### src/rtl/worldmap_level_switch.sv
// Level-select stage for the world-map datapath: muxes one of N world-map ROM
// outputs onto the video path and the maze-bot path. A CPU level change is
// applied to video only on frame_start, and to the bot path only while the
// bot is idle. Progress and illegal selects are reported back to software.
module worldmap_level_switch #(
    parameter int unsigned N_LEVELS      = 8,
    parameter int unsigned SEL_W         = 3,
    parameter int unsigned PIX_W         = 2,
    parameter int unsigned DEFAULT_LEVEL = 0
) (
    input  logic                      clk,
    input  logic                      rst,
    input  logic [SEL_W-1:0]          lsel_req,
    input  logic                      frame_start,
    input  logic                      bot_idle,
    input  logic [N_LEVELS*PIX_W-1:0] vid_pix_in,
    input  logic [N_LEVELS*PIX_W-1:0] bot_pix_in,
    output logic [PIX_W-1:0]          vid_pix_out,
    output logic [PIX_W-1:0]          bot_pix_out,
    output logic [SEL_W-1:0]          vid_level,
    output logic [SEL_W-1:0]          bot_level,
    output logic                      switch_pending,
    output logic                      switch_done,
    output logic                      bad_sel
);

    // Level count widened by one bit so N_LEVELS == 2**SEL_W still compares correctly.
    localparam logic [SEL_W:0]   NLEV_EXT = (SEL_W+1)'(N_LEVELS);
    localparam logic [SEL_W-1:0] DEF_LVL  = SEL_W'(DEFAULT_LEVEL);

    typedef enum logic [1:0] {
        ST_IDLE  = 2'd0,
        ST_ARMED = 2'd1,
        ST_DONE  = 2'd2
    } state_e;

    state_e             state_q;
    logic [SEL_W-1:0]   req_q;
    logic [SEL_W-1:0]   tgt_q;
    logic [SEL_W-1:0]   tgt_d;
    logic [SEL_W-1:0]   vid_level_q;
    logic [SEL_W-1:0]   bot_level_q;
    logic               vid_cmt_q;
    logic               bot_cmt_q;
    logic               pending_q;
    logic               done_q;
    logic               bad_sel_q;
    logic [PIX_W-1:0]   vid_pix_q;
    logic [PIX_W-1:0]   bot_pix_q;
    logic [PIX_W-1:0]   vid_pix_d;
    logic [PIX_W-1:0]   bot_pix_d;
    logic               capture_c;
    logic               in_range_c;

    // Request capture decode: any change of the CPU register starts a new switch.
    always_comb begin
        capture_c  = (lsel_req != req_q);
        in_range_c = ({1'b0, lsel_req} < NLEV_EXT);
        tgt_d      = in_range_c ? lsel_req : DEF_LVL;
    end

    // Switch controller: capture has priority over every state, commits are
    // gated per path, DONE is entered only once both registered flags are set.
    always_ff @(posedge clk or negedge rst) begin
        if (!rst) begin
            state_q     <= ST_IDLE;
            req_q       <= DEF_LVL;
            tgt_q       <= DEF_LVL;
            vid_level_q <= DEF_LVL;
            bot_level_q <= DEF_LVL;
            vid_cmt_q   <= 1'b0;
            bot_cmt_q   <= 1'b0;
            pending_q   <= 1'b0;
            done_q      <= 1'b0;
            bad_sel_q   <= 1'b0;
        end else if (capture_c) begin
            req_q     <= lsel_req;
            tgt_q     <= tgt_d;
            vid_cmt_q <= 1'b0;
            bot_cmt_q <= 1'b0;
            state_q   <= ST_ARMED;
            pending_q <= 1'b1;
            done_q    <= 1'b0;
            if (!in_range_c) begin
                bad_sel_q <= 1'b1;
            end
        end else begin
            case (state_q)
                ST_IDLE: begin
                    pending_q <= 1'b0;
                    done_q    <= 1'b0;
                end
                ST_ARMED: begin
                    pending_q <= 1'b1;
                    done_q    <= 1'b0;
                    if (frame_start && !vid_cmt_q) begin
                        vid_level_q <= tgt_q;
                        vid_cmt_q   <= 1'b1;
                    end
                    if (bot_idle && !bot_cmt_q) begin
                        bot_level_q <= tgt_q;
                        bot_cmt_q   <= 1'b1;
                    end
                    if (vid_cmt_q && bot_cmt_q) begin
                        state_q   <= ST_DONE;
                        pending_q <= 1'b0;
                        done_q    <= 1'b1;
                    end
                end
                ST_DONE: begin
                    state_q   <= ST_IDLE;
                    pending_q <= 1'b0;
                    done_q    <= 1'b0;
                end
                default: begin
                    state_q   <= ST_IDLE;
                    pending_q <= 1'b0;
                    done_q    <= 1'b0;
                end
            endcase
        end
    end

    // Pixel select: constant-index slices only, so an out-of-range level can never be sliced.
    always_comb begin
        vid_pix_d = '0;
        bot_pix_d = '0;
        for (int unsigned k = 0; k < N_LEVELS; k++) begin
            if (vid_level_q == SEL_W'(k)) begin
                vid_pix_d = vid_pix_in[k*PIX_W +: PIX_W];
            end
            if (bot_level_q == SEL_W'(k)) begin
                bot_pix_d = bot_pix_in[k*PIX_W +: PIX_W];
            end
        end
    end

    // Pixel output registers: one clock of latency on both paths.
    always_ff @(posedge clk or negedge rst) begin
        if (!rst) begin
            vid_pix_q <= '0;
            bot_pix_q <= '0;
        end else begin
            vid_pix_q <= vid_pix_d;
            bot_pix_q <= bot_pix_d;
        end
    end

    assign vid_pix_out    = vid_pix_q;
    assign bot_pix_out    = bot_pix_q;
    assign vid_level      = vid_level_q;
    assign bot_level      = bot_level_q;
    assign switch_pending = pending_q;
    assign switch_done    = done_q;
    assign bad_sel        = bad_sel_q;

endmodule

### config.mk
export PLATFORM = sky130hd
export DESIGN_NAME = worldmap_level_switch
export DESIGN_NICKNAME = d
export VERILOG_FILES = /design/src/rtl/worldmap_level_switch.sv
export SDC_FILE = /design/constraint.sdc
export NUM_CORES = 1
export LEC_CHECK = 0
export CORE_UTILIZATION = 35
export DETAILED_ROUTE_END_ITERATION = 8
export PLACE_DENSITY = 0.73
export SLEW_MARGIN = 10
export SYNTH_ARGS = -nofsm -noshare
export SYNTH_HDL_FRONTEND = slang
export SYNTH_SLANG_ARGS = --single-unit
### constraint.sdc
create_clock -name clk -period 1.6 [get_ports clk]
set_clock_uncertainty 0.05 [all_clocks]
set_input_delay 0.32 -clock clk [delete_from_list [all_inputs] [get_ports clk]]
set_output_delay 0.32 -clock clk [all_outputs]
set_load 0.05 [all_outputs]
==> results of run 1 <==
## per-stage QoR
stage / utilization / setup slack [ps] / power, uW / TNS [ps] / hold slack, ps
floorplan: - / -27.5 / 1450 / -27.5 / -25.6
global placement: 0.615 / -147 / 1940 / -1160 / 454
detailed placement: 0.615 / -202 / 1960 / -1670 / 473
CTS: 0.626 / 118 / 2220 / 0 / 277
global route: 0.626 / 33.4 / 2300 / 0 / 314
finish: 0.626 / 132 / 2200 / 0 / 275
## power breakdown
part	internal [uW]	leakage [uW]	switching [uW]	total (uW)
logic	616	0.000414	558	1170
clock network	95.3	0.0000139	158	253
registers	598	0.000224	170	768
total	1310	0.000652	886	2200
## sequential cells by signal, indices dropped and copies added, names as in the netlist, 2 cells and up
name	count
tgt_q	3
bot_pix_out	2
vid_level	3
state_q	2
vid_pix_out	2
bot_level	3
## cells by family after synthesis
family / Yosys count / share of synthesized area
buffers and inverters: 8 / 0.0428
other: 1 / 0.00389
multiplexers: 16 / 0.280
XOR/XNOR: 3 / 0.0272
AO/OA/AOI/OAI: 8 / 0.0584
flip-flops: 19 / 0.493
AND/OR/NAND/NOR: 14 / 0.0947
## final cells by class
cell class	instances	area, sq um
fillers	219	951
clock buffers	3	22.5
well taps	30	37.5
inverters	2	7.51
multi-input cells	42	448
flip-flops and latches	19	478
clock inverters	1	7.51
repair buffers	53	593
## final timing paths
kind                            depth (start not counted)                startpoint                       end  slack, ps
min in group clk                                        1               lsel_req[1]      tgt_q[1]$_DFFE_PN0P_        450
worst max-delay path                                    2  vid_level[0]$_DFFE_PN0P_  vid_pix_out[1]$_DFF_PN0_        130
max in group asynchronous                               2                       rst  bot_level[0]$_DFFE_PN0P_       1010
worst max register to register                          2  vid_level[0]$_DFFE_PN0P_  vid_pix_out[1]$_DFF_PN0_        130
worst min-delay path                                    2                       rst     bot_cmt_q$_DFFE_PN0P_        280
worst min register to register                          1    state_q[1]$_DFFE_PN0P_    state_q[1]$_DFFE_PN0P_        500
## critical path: cells and delay by family, from the launching register on
kind | cells | cell delay (ps)
muxes | 2 | 810
DFF | 1 | 500
## per-layer routing
metal	up-vias	part of all wire
li1	360	-
met1	370	0.39
met2	21	0.56
met3	0	0.054
met4	0	0
met5	-	0
## cells in the mapped netlist
master                     count
sky130_fd_sc_hd__nand4_1       2
sky130_fd_sc_hd__mux4_2        4
sky130_fd_sc_hd__buf_4         1
sky130_fd_sc_hd__a211o_1       1
sky130_fd_sc_hd__mux4_1        3
sky130_fd_sc_hd__nand3_1       1
sky130_fd_sc_hd__a31oi_1       1
sky130_fd_sc_hd__buf_6         1
sky130_fd_sc_hd__xnor2_1       3
sky130_fd_sc_hd__mux2_2        9
sky130_fd_sc_hd__conb_1        1
sky130_fd_sc_hd__nand2_1       2
sky130_fd_sc_hd__nor2_1        2
sky130_fd_sc_hd__a21oi_1       2
sky130_fd_sc_hd__dfrtp_1      19
sky130_fd_sc_hd__inv_1         2
sky130_fd_sc_hd__nor2b_1       1
sky130_fd_sc_hd__nor4bb_1      3
sky130_fd_sc_hd__a21o_1        3
sky130_fd_sc_hd__nor3_1        1
sky130_fd_sc_hd__a32oi_1       1
sky130_fd_sc_hd__clkbuf_1      4
sky130_fd_sc_hd__nor4b_1       2
==> out/summary.log, run 1 <==
INFO  status         status=completed
INFO  critical_path  worstSetupEndpointType=flop
INFO  timing         finalMaxSlewViolations=0
INFO  placement      detailed_place_hpwl=1760um
INFO  clocking       cts-root-to-sink-buffers=2
INFO  detailed_routing detailedRoute.firstPassIterationCount=1
INFO  critical_path  worst-path-max-fanout=6
INFO  timing         layout_min_cycle_time=1470ps
INFO  timing         timing.fmax=681MHz
INFO  floorplan      die_y=54.5um
INFO  min_path       worstHoldPathType=in -> async
INFO  floorplan      core_area=2540squm
INFO  placement      io_buffers=50
INFO  timing         rsz0062_at_grt=no
INFO  power_and_ir_drop peakVddDrop=1.07mV
INFO  detailed_routing route.antenna.remaining_nets=0
INFO  critical_path  crit_type=reg -> reg
INFO  final_layout   most_frequent_cells_in_the_layout=38 x sky130_fd_sc_hd__clkdlybuf4s50_1, 17 x sky130_fd_sc_hd__dfrtp_1, 9 x sky130_fd_sc_hd__mux2_2, 8 x sky130_fd_sc_hd__buf_12, 7 x sky130_fd_sc_hd__buf_4
INFO  detailed_routing routed-via-count=751
INFO  timing         finalSetupViolCount=0
INFO  logic_synthesis yosys_warnings=0
INFO  logic_synthesis ys_seq_area_frac=0.493
INFO  critical_path  worstSetupStartpointType=flop
INFO  detailed_routing route.detailed.drc=0
INFO  logic_synthesis yosys-top-cells-area=sky130_fd_sc_hd__dfrtp_1 49%, sky130_fd_sc_hd__mux2_2 11%, sky130_fd_sc_hd__mux4_2 9.3%, sky130_fd_sc_hd__mux4_1 8.2%, sky130_fd_sc_hd__nor4bb_1 3.1%
INFO  global_routing grt_start_max_net_pins=20
INFO  floorplan      initial_cell_density_of_the_core=0.379
INFO  power_and_ir_drop power_leakage=0.000652uW
INFO  detailed_routing drt-wirelength-per-cell=14.2um
INFO  global_routing antenna_found_initial=0
INFO  run            max_cap_viols=0
INFO  final_layout   design_area=1590squm
INFO  final_layout   drive_above_1_share=0.283
INFO  final_layout   mostFrequentLayoutCell=sky130_fd_sc_hd__clkdlybuf4s50_1
INFO  logic_synthesis synthesis.nets=108
INFO  clocking       cts.root.buffer_cell=sky130_fd_sc_hd__clkbuf_4
INFO  final_layout   antennaDiodeCount=0
INFO  clocking       cts_setup_buffers=0
INFO  critical_path  critical_path_arrival=1610ps
INFO  critical_path  worstPathRequired=1740ps
INFO  logic_synthesis postSynthCellCount=69
INFO  placement      finalWeightedCongestion=0.739
INFO  floorplan      die_area=2970squm
INFO  floorplan      ioPinCount=52
INFO  clocking       cts-htree-levels=1
INFO  timing         post-route-period-util=0.917
INFO  detailed_routing route.detailed.vias_per_inst=5.01
INFO  floorplan      dieWidth=54.5um
INFO  logic_synthesis synth_seq_cells=19
INFO  clocking       clock_latency=300ps
INFO  floorplan      fp-row-count=18
INFO  clocking       post_cts_resize_count=0
INFO  power_and_ir_drop power_per_cell_area=1380nW/um^2
INFO  global_routing via_count_of_the_first_global_routing_pass=791
INFO  global_routing global_route_track_usage_on_met2=0.301
INFO  clocking       cts_tree=done
INFO  detailed_routing drt_iter0_drc=0
INFO  final_layout   final_cell_count_no_fill=150
INFO  critical_path  worst_path_largest_cell_delay=530ps
INFO  logic_synthesis synth.lib_cells_used.distinct=23
INFO  clocking       clk_pin_slew=120ps
INFO  global_routing global_route_wire_length_before_repair=3260um
INFO  clocking       numCtsBuffers=3
INFO  global_routing track_usage=0.158
INFO  global_routing top_usage_layer=met2
INFO  critical_path  worstPathCellList=mux4_2 > mux2_2
INFO  logic_synthesis synth.avg_cell_area=14.0squm
INFO  clocking       post_cts_hold_buffer_count=0
INFO  final_layout   num-nets-final=160
INFO  detailed_routing routed_wirelength=2130um
INFO  global_routing groute.layer.met3.usage=0.0528
INFO  timing         timing_hold_violations_final=0
INFO  placement      place_inst=146
INFO  critical_path  cp_slowest_cell=sky130_fd_sc_hd__mux4_2
INFO  logic_synthesis netlist_area=965squm
INFO  global_routing grt-ovfl-total=0
INFO  placement      dpl_cell_area=1560squm
INFO  logic_synthesis netlist.top_cell.by_area=sky130_fd_sc_hd__dfrtp_1
INFO  final_layout   layout-area-overhead-vs-synth=65.2%
INFO  global_routing met1_track_demand_over_resource_in_global_routing=0.166
INFO  logic_synthesis synth_top_cell_area_share=0.493
INFO  clocking       tritoncts_num_sinks=19
(Power assumes the default switching activity.)
==> run 2, diff against run 1 <==
--- a/config.mk
+++ b/config.mk
@@ -5,6 +5,7 @@
 export SDC_FILE = /design/constraint.sdc
 export NUM_CORES = 1
 export LEC_CHECK = 0
+export CORE_MARGIN = 2
 export CORE_UTILIZATION = 35
 export DETAILED_ROUTE_END_ITERATION = 8
 export PLACE_DENSITY = 0.73
==> out/summary.log, run 2 (synthesized netlist as in run 1, its figures left out) <==
INFO  status         status=completed
INFO  clocking       numCtsBuffers=3
INFO  placement      detailed_place_hpwl=1830um
INFO  timing         timing.fmax=662MHz
INFO  detailed_routing drt_iter0_drc=7
INFO  floorplan      ioPinCount=52
INFO  critical_path  worstPathCellList=clkdlybuf4s50_1 > nor4bb_1 > nand4_1 > mux2_2
INFO  global_routing grt-ovfl-total=0
INFO  critical_path  worst-path-max-fanout=3
INFO  critical_path  worstSetupStartpointType=primary input
INFO  detailed_routing route.antenna.remaining_nets=0
INFO  power_and_ir_drop power_per_cell_area=1370nW/um^2
INFO  timing         post-route-period-util=0.944
INFO  power_and_ir_drop peakVddDrop=1.13mV
INFO  detailed_routing route.detailed.drc=0
INFO  timing         rsz0062_at_grt=no
INFO  global_routing via_count_of_the_first_global_routing_pass=838
INFO  final_layout   mostFrequentLayoutCell=sky130_fd_sc_hd__clkdlybuf4s50_1
INFO  critical_path  worstSetupEndpointType=flop
INFO  detailed_routing drt-wirelength-per-cell=14.5um
INFO  timing         layout_min_cycle_time=1510ps
INFO  clocking       cts-root-to-sink-buffers=2
INFO  global_routing global_route_wire_length_before_repair=3660um
INFO  clocking       clock_latency=280ps
INFO  clocking       cts_tree=done
INFO  detailed_routing detailedRoute.firstPassIterationCount=4
INFO  final_layout   num-nets-final=160
INFO  global_routing grt_start_max_net_pins=20
INFO  global_routing antenna_found_initial=0
INFO  clocking       cts_setup_buffers=0
INFO  critical_path  cp_slowest_cell=sky130_fd_sc_hd__clkdlybuf4s50_1
INFO  placement      io_buffers=50
INFO  critical_path  cell_type_group_with_the_largest_total_delay_on_the_critical_path=simple AND/OR/NAND/NOR gates
INFO  clocking       post_cts_resize_count=0
INFO  floorplan      die_area=3190squm
INFO  timing         finalSetupViolCount=0
INFO  detailed_routing routed-via-count=770
INFO  placement      place_inst=147
INFO  min_path       worstHoldPathType=in -> async
INFO  floorplan      dieWidth=56.5um
INFO  detailed_routing route.detailed.vias_per_inst=5.10
INFO  detailed_routing routed_wirelength=2190um
INFO  timing         timing_hold_violations_final=0
INFO  final_layout   layout-area-overhead-vs-synth=65.0%
INFO  final_layout   fillCellCount=231
INFO  clocking       clk_pin_slew=100ps
INFO  final_layout   final_cell_count_no_fill=151
INFO  floorplan      fp-row-count=19
INFO  critical_path  crit_type=in -> reg
INFO  placement      finalWeightedCongestion=0.776
INFO  floorplan      initial_cell_density_of_the_core=0.359
INFO  critical_path  worstPathRequired=1720ps
INFO  critical_path  path_buf_inv=1
INFO  final_layout   drive_above_1_share=0.275
INFO  final_layout   most_frequent_cells_in_the_layout=38 x sky130_fd_sc_hd__clkdlybuf4s50_1, 17 x sky130_fd_sc_hd__dfrtp_1, 9 x sky130_fd_sc_hd__mux2_2, 8 x sky130_fd_sc_hd__buf_12, 7 x sky130_fd_sc_hd__buf_4
INFO  final_layout   postLayoutCoreUtil=0.592
INFO  timing         finalMaxSlewViolations=0
INFO  critical_path  critical_path_arrival=1640ps
INFO  floorplan      core_area=2690squm
INFO  clocking       cts-htree-levels=1
INFO  clocking       cts.root.buffer_cell=sky130_fd_sc_hd__clkbuf_4
INFO  final_layout   antennaDiodeCount=0
INFO  clocking       post_cts_hold_buffer_count=0
INFO  power_and_ir_drop power_leakage=0.000653uW
INFO  critical_path  worst_path_largest_cell_delay=470ps
INFO  floorplan      die_y=56.5um
INFO  run            max_cap_viols=0
INFO  global_routing track_usage=0.147
INFO  clocking       tritoncts_num_sinks=19
[run 2: cell count changes in the layout (fill, tap and decap cells not counted)]
cell and delta:
sky130_fd_sc_hd__clkbuf_1 +1, sky130_fd_sc_hd__clkinvlp_4 -1
[run 2: final cells by class]
class	instances	area, sq um	share of cell area
tap	31	38.8	0.0244
inverter	2	7.51	0.00472
timing repair buffer	53	593	0.373
multi-input combinational	42	448	0.281
clock buffer	4	26.3	0.0165
sequential	19	478	0.300
[run 2: final timing paths]
kind                                           from                        to  slack (ps)  cells past startpoint
setup / recovery                           bot_idle  bot_level[0]$_DFFE_PN0P_          90                      4
hold / removal                                  rst     bot_cmt_q$_DFFE_PN0P_         300                      2
setup reg to reg           vid_level[0]$_DFFE_PN0P_  vid_pix_out[1]$_DFF_PN0_         150                      2
max in group asynchronous                       rst  bot_level[0]$_DFFE_PN0P_         980                      2
hold reg to reg              state_q[1]$_DFFE_PN0P_    state_q[1]$_DFFE_PN0P_         470                      1
min in group clk                        lsel_req[1]      tgt_q[1]$_DFFE_PN0P_         460                      1
[run 2: metrics by stage]
stage / hold WS (ps) / area [sq um] / setup WS [ps] / setup TNS, ps / power, uW
after floorplan: -25.6 / 967 / -27.5 / -27.5 / 1450
after CTS: 298 / 1590 / 100 / 0 / 2210
after global routing: 311 / 1590 / 5.04 / 0 / 2290
final: 297 / 1590 / 88.9 / 0 / 2180
after detailed placement: 462 / 1570 / -207 / -1510 / 1970
after global placement: 453 / 1570 / -151 / -1140 / 1950
[run 2: metal layers]
layer | up-vias | GRT usage | part of all wire
met5 | - | 0 | 0
met3 | 4 | 0.0461 | 0.071
li1 | 362 | - | -
met4 | 0 | 0.0476 | 0.015
met1 | 374 | 0.152 | 0.37
met2 | 30 | 0.277 | 0.54
[run 2: report_power, final]
group          internal [uW]  switching, uW
registers                598            171
logic                    616            561
clock network           96.7            136
total                   1310            868
==> run 3, diff against run 2 <==
--- a/config.mk
+++ b/config.mk
@@ -9,7 +9,6 @@
 export CORE_UTILIZATION = 35
 export DETAILED_ROUTE_END_ITERATION = 8
 export PLACE_DENSITY = 0.73
-export SLEW_MARGIN = 10
 export SYNTH_ARGS = -nofsm -noshare
 export SYNTH_HDL_FRONTEND = slang
 export SYNTH_SLANG_ARGS = --single-unit
==> results of run 3 <==
The final DEF is identical to that of run 2; final timing and power are the same.
